==> src/rtl/tlc_param.sv <==
`timescale 1ns/1ps
// tlc_param: parametrised highway/farm traffic light controller with tick prescaler,
// all-red clearances and an actuated farm green. Define TLC_PED_EN for the pedestrian input.
module tlc_param #(
   parameter int TICK_DIV = 10,
   parameter int T_HMIN   = 8,
   parameter int T_YEL    = 3,
   parameter int T_AR     = 1,
   parameter int T_FMIN   = 4,
   parameter int T_FMAX   = 10
) (
   input  logic       clk,
   input  logic       rst,
   input  logic       car_farm,
`ifdef TLC_PED_EN
   input  logic       ped_req,
   output logic       walk,
`endif
   output logic [2:0] light_hwy,
   output logic [2:0] light_farm,
   output logic [2:0] state_o
);

   function automatic int max2(input int a, input int b);
      return (a > b) ? a : b;
   endfunction

   localparam int T_MAX = max2(max2(max2(T_HMIN, T_YEL), max2(T_AR, T_FMIN)), T_FMAX);
   localparam int TW    = $clog2(T_MAX) + 1;
   localparam int PW    = (TICK_DIV > 1) ? $clog2(TICK_DIV) : 1;

   localparam logic [PW-1:0] P_LAST  = PW'(TICK_DIV - 1);
   localparam logic [TW-1:0] HMIN_C  = TW'(T_HMIN);
   localparam logic [TW-1:0] FMIN_C  = TW'(T_FMIN);
   localparam logic [TW-1:0] FMAX_C  = TW'(T_FMAX);
   localparam logic [TW-1:0] HMIN_M1 = TW'(T_HMIN - 1);
   localparam logic [TW-1:0] YEL_M1  = TW'(T_YEL - 1);
   localparam logic [TW-1:0] AR_M1   = TW'(T_AR - 1);
   localparam logic [TW-1:0] FMIN_M1 = TW'(T_FMIN - 1);
   localparam logic [TW-1:0] FMAX_M1 = TW'(T_FMAX - 1);

   generate
      if (TICK_DIV < 1 || T_HMIN < 1 || T_YEL < 1 || T_AR < 1 ||
          T_FMIN < 1 || T_FMAX < 1 || T_FMIN > T_FMAX) begin : g_param_check
         $error("tlc_param: illegal timing parameters");
      end
   endgenerate

   typedef enum logic [2:0] {
      HG  = 3'd0,
      HY  = 3'd1,
      AR1 = 3'd2,
      FG  = 3'd3,
      FY  = 3'd4,
      AR2 = 3'd5
   } state_t;

   state_t          state;
   state_t          nxt;
   logic            car_meta;
   logic            car_s;
   logic            req;
   logic            req_src;
   logic            early_ok;
   logic [PW-1:0]   presc;
   logic [TW-1:0]   timer;
   logic            tick;
   logic            timer_sat;
   logic            enter_fg;
   logic            done_hmin;
   logic            done_yel;
   logic            done_ar;
   logic            done_fmin;
   logic            done_fmax;
   logic            hmin_ok;
   logic            fmin_ok;

   // Two-flop synchroniser; the raw sensor is not used anywhere else.
   always_ff @(posedge clk or posedge rst) begin
      if (rst) begin
         car_meta <= 1'b0;
         car_s    <= 1'b0;
      end else begin
         // NOTE: non-blocking assignments keep both flops sampling the pre-edge values.
         car_meta <= car_farm;
         car_s    <= car_meta;
      end
   end

`ifdef TLC_PED_EN
   logic ped_meta;
   logic ped_s;
   logic ped_pend;
   logic ped_fg;

   // ped_fg remembers whether a pedestrian was waiting when the current FG began.
   always_ff @(posedge clk or posedge rst) begin
      if (rst) begin
         ped_meta <= 1'b0;
         ped_s    <= 1'b0;
         ped_pend <= 1'b0;
         ped_fg   <= 1'b0;
      end else begin
         ped_meta <= ped_req;
         ped_s    <= ped_meta;
         if (enter_fg) begin
            ped_pend <= 1'b0;
            ped_fg   <= ped_pend;
         end else if (ped_s && state != FG) begin
            ped_pend <= 1'b1;
         end
      end
   end

   assign req_src  = car_s | ped_s;
   assign early_ok = ~ped_fg;
`else
   assign req_src  = car_s;
   assign early_ok = 1'b1;
`endif

   assign tick      = (presc == P_LAST);
   assign done_hmin = tick && (timer == HMIN_M1);
   assign done_yel  = tick && (timer == YEL_M1);
   assign done_ar   = tick && (timer == AR_M1);
   assign done_fmin = tick && (timer == FMIN_M1);
   assign done_fmax = tick && (timer == FMAX_M1);
   assign hmin_ok   = (timer >= HMIN_C) || done_hmin;
   assign fmin_ok   = (timer >= FMIN_C) || done_fmin;
   assign timer_sat = (state == HG && timer == HMIN_C) || (state == FG && timer == FMAX_C);
   assign enter_fg  = (nxt == FG) && (state != FG);

   always_comb begin
      // NOTE: default first so every path assigns nxt and no latch is inferred.
      nxt = state;
      case (state)
         HG:      if (req && hmin_ok) nxt = HY;
         HY:      if (done_yel) nxt = AR1;
         AR1:     if (done_ar) nxt = FG;
         FG:      if (done_fmax || (!car_s && early_ok && fmin_ok)) nxt = FY;
         FY:      if (done_yel) nxt = AR2;
         AR2:     if (done_ar) nxt = HG;
         default: nxt = HG;
      endcase
   end

   // Both counters restart on every state change so each phase is exactly N*TICK_DIV clocks.
   always_ff @(posedge clk or posedge rst) begin
      if (rst) begin
         presc <= '0;
         timer <= '0;
      end else if (nxt != state) begin
         presc <= '0;
         timer <= '0;
      end else begin
         presc <= tick ? '0 : presc + 1'b1;
         if (tick && !timer_sat) timer <= timer + 1'b1;
      end
   end

   always_ff @(posedge clk or posedge rst) begin
      if (rst) begin
         req <= 1'b0;
      end else if (enter_fg) begin
         req <= 1'b0;
      end else if (req_src && state != FG) begin
         req <= 1'b1;
      end
   end

   function automatic logic [2:0] hwy_lamps(input state_t s);
      case (s)
         HG:      return 3'b001;
         HY:      return 3'b010;
         default: return 3'b100;
      endcase
   endfunction

   function automatic logic [2:0] farm_lamps(input state_t s);
      case (s)
         FG:      return 3'b001;
         FY:      return 3'b010;
         default: return 3'b100;
      endcase
   endfunction

   // Lamps are registered from the next state, so they always match the state register.
   always_ff @(posedge clk or posedge rst) begin
      if (rst) begin
         state      <= HG;
         light_hwy  <= 3'b001;
         light_farm <= 3'b100;
         state_o    <= 3'd0;
`ifdef TLC_PED_EN
         walk       <= 1'b0;
`endif
      end else begin
         state      <= nxt;
         light_hwy  <= hwy_lamps(nxt);
         light_farm <= farm_lamps(nxt);
         state_o    <= nxt;
`ifdef TLC_PED_EN
         walk       <= (nxt == FG);
`endif
      end
   end

endmodule

==> config.mk <==
export PLATFORM = sky130hd
export DESIGN_NAME = tlc_param
export DESIGN_NICKNAME = d
export VERILOG_FILES = /design/src/rtl/tlc_param.sv
export SDC_FILE = /design/constraint.sdc
export NUM_CORES = 1
export LEC_CHECK = 0
export CAP_MARGIN = 25
export CORE_AREA = 2 2 52 54
export DETAILED_ROUTE_END_ITERATION = 8
export DIE_AREA = 0 0 54 56
export HOLD_SLACK_MARGIN = 0.03
export PLACE_DENSITY = 0.72
export SLEW_MARGIN = 0
export SYNTH_ARGS = -nofsm -noshare
export SYNTH_HDL_FRONTEND = slang
export SYNTH_SLANG_ARGS = --single-unit
==> constraint.sdc <==
create_clock -name clk -period 2 [get_ports clk]
set_clock_uncertainty 0.05 [all_clocks]
set_input_delay 0.4 -clock clk [delete_from_list [all_inputs] [get_ports clk]]
set_output_delay 0.4 -clock clk [all_outputs]
set_load 0.02 [all_outputs]
==> flow_metrics.tcl, run 1 <==
set metrics [dict create \
    synth_ff_type "dfrtp_1" \
    worstPathRequired_ps 2170 \
    place_area_sq_mm 0.00139 \
    violations "negative setup slack" \
    worstHoldStart "car_meta" \
    clk_latency_ps 300 \
    routed_wl_mm 2.56 \
    setup_viol 1 \
    grt_pass1_wl_mm 4.33 \
    gp_congestion 0.878 \
    grt_overflow 0 \
    hp-class "flip-flop to flip-flop" \
    crit_buf_inv 1 \
    area_growth_pct 26.0 \
    dp_hpwl_mm 1.79 \
    cts_max_level 1 \
    period_needed_ps 2020 \
    p_per_area_mw_per_mm2 435 \
    timing.fmax_mhz 494 \
    grt_max_degree 22 \
    cp_slowest_cell "dfrtp_2" \
    drtAntennaViolNets 0 \
    die-area_sq_mm 0.00302 \
    portBuffers 11 \
    r2r_start "timer[1]" \
    max_slew_margin_pct 74.8 \
    grt_antenna_before_repair 0 \
    r2r_end "presc[0]" \
    rows 18 \
    worstMarginPinSlew_ps 378 \
    core_area_sq_mm 0.00243 \
    ys_ff_latch 21 \
    syn-num-nets 117 \
    die_w_microns 54 \
    num_vias 938 \
    hold_violations 0 \
    antennaDiodeCount 0 \
    synth_area_per_cell_sq_um 10.8 \
    fin_area_sq_mm 0.00147 \
    status "complete, but fails checks" \
    reg2reg_depth 7 \
    end_kind "flip-flop" \
    syn_area_sq_mm 0.00117 \
    crit_arrival_ps 2190 \
    post-place-ws_ps -51.9 \
    path_max_fanout 9 \
    synth_cells 108 \
    yosys_warnings 0 \
    total_power_uw 640 \
    cts.clk_slew.worst_paths_ps 120 \
    cpLargestDelayFamily "compound AO/OA/AOI/OAI gates" \
    io_pins 12 \
    final_util_pct 60.6 \
    clkSinkCount 21 \
    rsz0062_at_grt "yes" \
    startpoint_type "flip-flop" \
    avgViaCountPerCell 5.68 \
    yosysUniqueCellTypes 38 \
    rrSetupSlack_ps -20 \
    cts_buffers 3 \
    power_leakage_nw 0.624 \
    start_util_pct 48.1 \
    peakVddDrop_mv 0.440 \
    min_path_cells 0 \
    finalCritPeriodShare_pct 101 \
    drc 0 \
    path_cells "inv_1, ha_1, nor4bb_2, o21a_1, nor4b_2, o21ai_4, a211oi_2" \
    wire_per_inst_microns 15.5 \
    synth_edf_count 0 \
    grt_pass1_vias 975 \
    clockRootBuffer "clkbuf_4" \
    synthArstFlopShare_pct 100 \
    cp_slowest_stage_delay_ps 420 \
    crit_type "flip-flop to flip-flop" \
    yosysSeqAreaShare_pct 45.1 \
    first_pass_iters 4 \
    fin_ws_ps -22.8 \
    final_layout_size_suffix_gt1_share_pct 29.6 \
    hold_path_end "car_s" \
    track_usage_pct 19.2 \
    dr.first_iter.drc_count 25 \
    cap_violations 0 \
    dieHeight_microns 56 \
    maxSlewViolCount 0 \
    clk_path_buf_depth 2 \
    nets 145 \
    worst-path-stages 7 \
    cts_tree "done" \
]
## state kept, by name, indices dropped and copies added (netlist names)
name / flops
car_meta: 1
car_s: 1
light_farm: 3
light_hwy: 3
presc: 4
req: 1
state: 3
timer: 5
## worst reg2reg max path, cell delays in order, from the launching register on
cell	delay (ps)
dfrtp_2	420
inv_1	70
ha_1	190
nor4bb_2	180
o21a_1	230
nor4b_2	370
o21ai_4	180
a211oi_2	260
## repair_timing
action	CTS	global route
hold endpoints to repair	0	0
hold buffers	0	0
gates resized for setup	4	3
pin swaps	1	6
setup buffers	1	2
cloned	1	0
endpoints found under the setup margin	12	14
## cell usage after synthesis (all sizes together), types with 2 or more instances
master   n  area [sq um]
a211oi   4          50.1
a21oi    8          40.0
a22oi    2          28.8
a31oi    3          18.8
a41oi    2          17.5
and3     2          12.5
buf      4          25.0
clkbuf   2          7.51
dfrtp   19           475
dfstp    2          52.6
ha       6          75.1
inv      6          22.5
nand2    6          22.5
nand3    3          15.0
nand3b   2          15.0
nand4    4          40.0
nor2     6          22.5
nor2b    2          12.5
nor3     2          15.0
nor3b    4          30.0
nor4b    3          32.5
o21ai    4          31.3
xnor2    2          17.5
xor2     3          26.3
## layer usage
layer,routed length [microns],GRT usage (%)
met5,0,0
met4,60,9.29
met3,82,2.42
met2,1290,29.8
met1,1130,25.9
## worst max path at each step
stage,start,endpoint,slack [ps]
2_1_floorplan,presc[0],presc[0],80
3_3_place_gp,presc[1],presc[0],30
3_5_place_dp,presc[1],presc[0],-50
4_1_cts,timer[1],presc[0],6
5_1_grt,timer[1],presc[0],-130
6_report,timer[1],presc[0],-20
## layout by cell type, fill, tap and decap left out, drive strengths merged
| cell type | netlist | routed |
|---|---|---|
| a211oi | 4 | 4 |
| a21oi | 8 | 8 |
| a22o | 1 | 1 |
| a22oi | 2 | 2 |
| a311o | 1 | 1 |
| a31oi | 3 | 3 |
| a41oi | 2 | 2 |
| and3 | 2 | 2 |
| and3b | 1 | 1 |
| buf | 4 | 17 |
| clkbuf | 2 | 3 |
| clkdlybuf4s50 | 0 | 11 |
| clkinv | 0 | 1 |
| dfrtp | 19 | 19 |
| dfstp | 2 | 2 |
| ha | 6 | 6 |
| inv | 6 | 6 |
| mux2i | 1 | 1 |
| nand2 | 6 | 6 |
| nand3 | 3 | 3 |
| nand3b | 2 | 2 |
| nand4 | 4 | 5 |
| nor2 | 6 | 6 |
| nor2b | 2 | 2 |
| nor3 | 2 | 2 |
| nor3b | 4 | 4 |
| nor4b | 3 | 3 |
| nor4bb | 1 | 1 |
| o21a | 1 | 1 |
| o21ai | 4 | 4 |
| o31a | 1 | 1 |
| xnor2 | 2 | 2 |
| xor2 | 3 | 3 |
## logic make-up (layout without fill, tap and decap cells)
| family | Yosys count | in the layout | share of synthesized area (%) |
|---|---|---|---|
| multiplexers | 1 | 1 | 0.856 |
| adder cells (fa/ha/maj) | 6 | 6 | 6.42 |
| XOR/XNOR | 5 | 5 | 3.74 |
| AO/OA/AOI/OAI | 27 | 27 | 18.9 |
| buffers and inverters | 12 | 38 | 4.71 |
| AND/OR/NAND/NOR | 36 | 37 | 20.2 |
| flip-flops | 21 | 21 | 45.1 |
## layout make-up
class / instances / area [sq um]
timing repair buffer: 28 / 238
inverter: 6 / 22.5
multi-input combinational: 76 / 618
tap: 30 / 37.5
sequential: 21 / 531
fill: 205 / 958
clock inverter: 1 / 5.00
clock buffer: 3 / 22.5
## power breakdown
part           total, mW  internal, mW  leakage [nW]  switching [mW]
clock              0.197        0.0744        0.0177           0.123
sequential         0.428         0.427         0.259         0.00127
combinational     0.0151       0.00528         0.347         0.00980
total              0.640         0.506         0.624           0.134
## through the flow
step,std cells,hold slack [ps],setup TNS [ps]
floorplan,108,281,0
global placement,157,285,0
detailed placement,157,286,-117
CTS,163,313,0
global route,165,319,-1050
finish,165,309,-22.8
Power figures use the tool's default switching activity.
==> inputs of run 2 (changes only) <==
Settings changed: HOLD_SLACK_MARGIN 0.03 to 0.12.
==> results of run 2 <==
Final layout, timing and power as in run 1 (identical DEF).
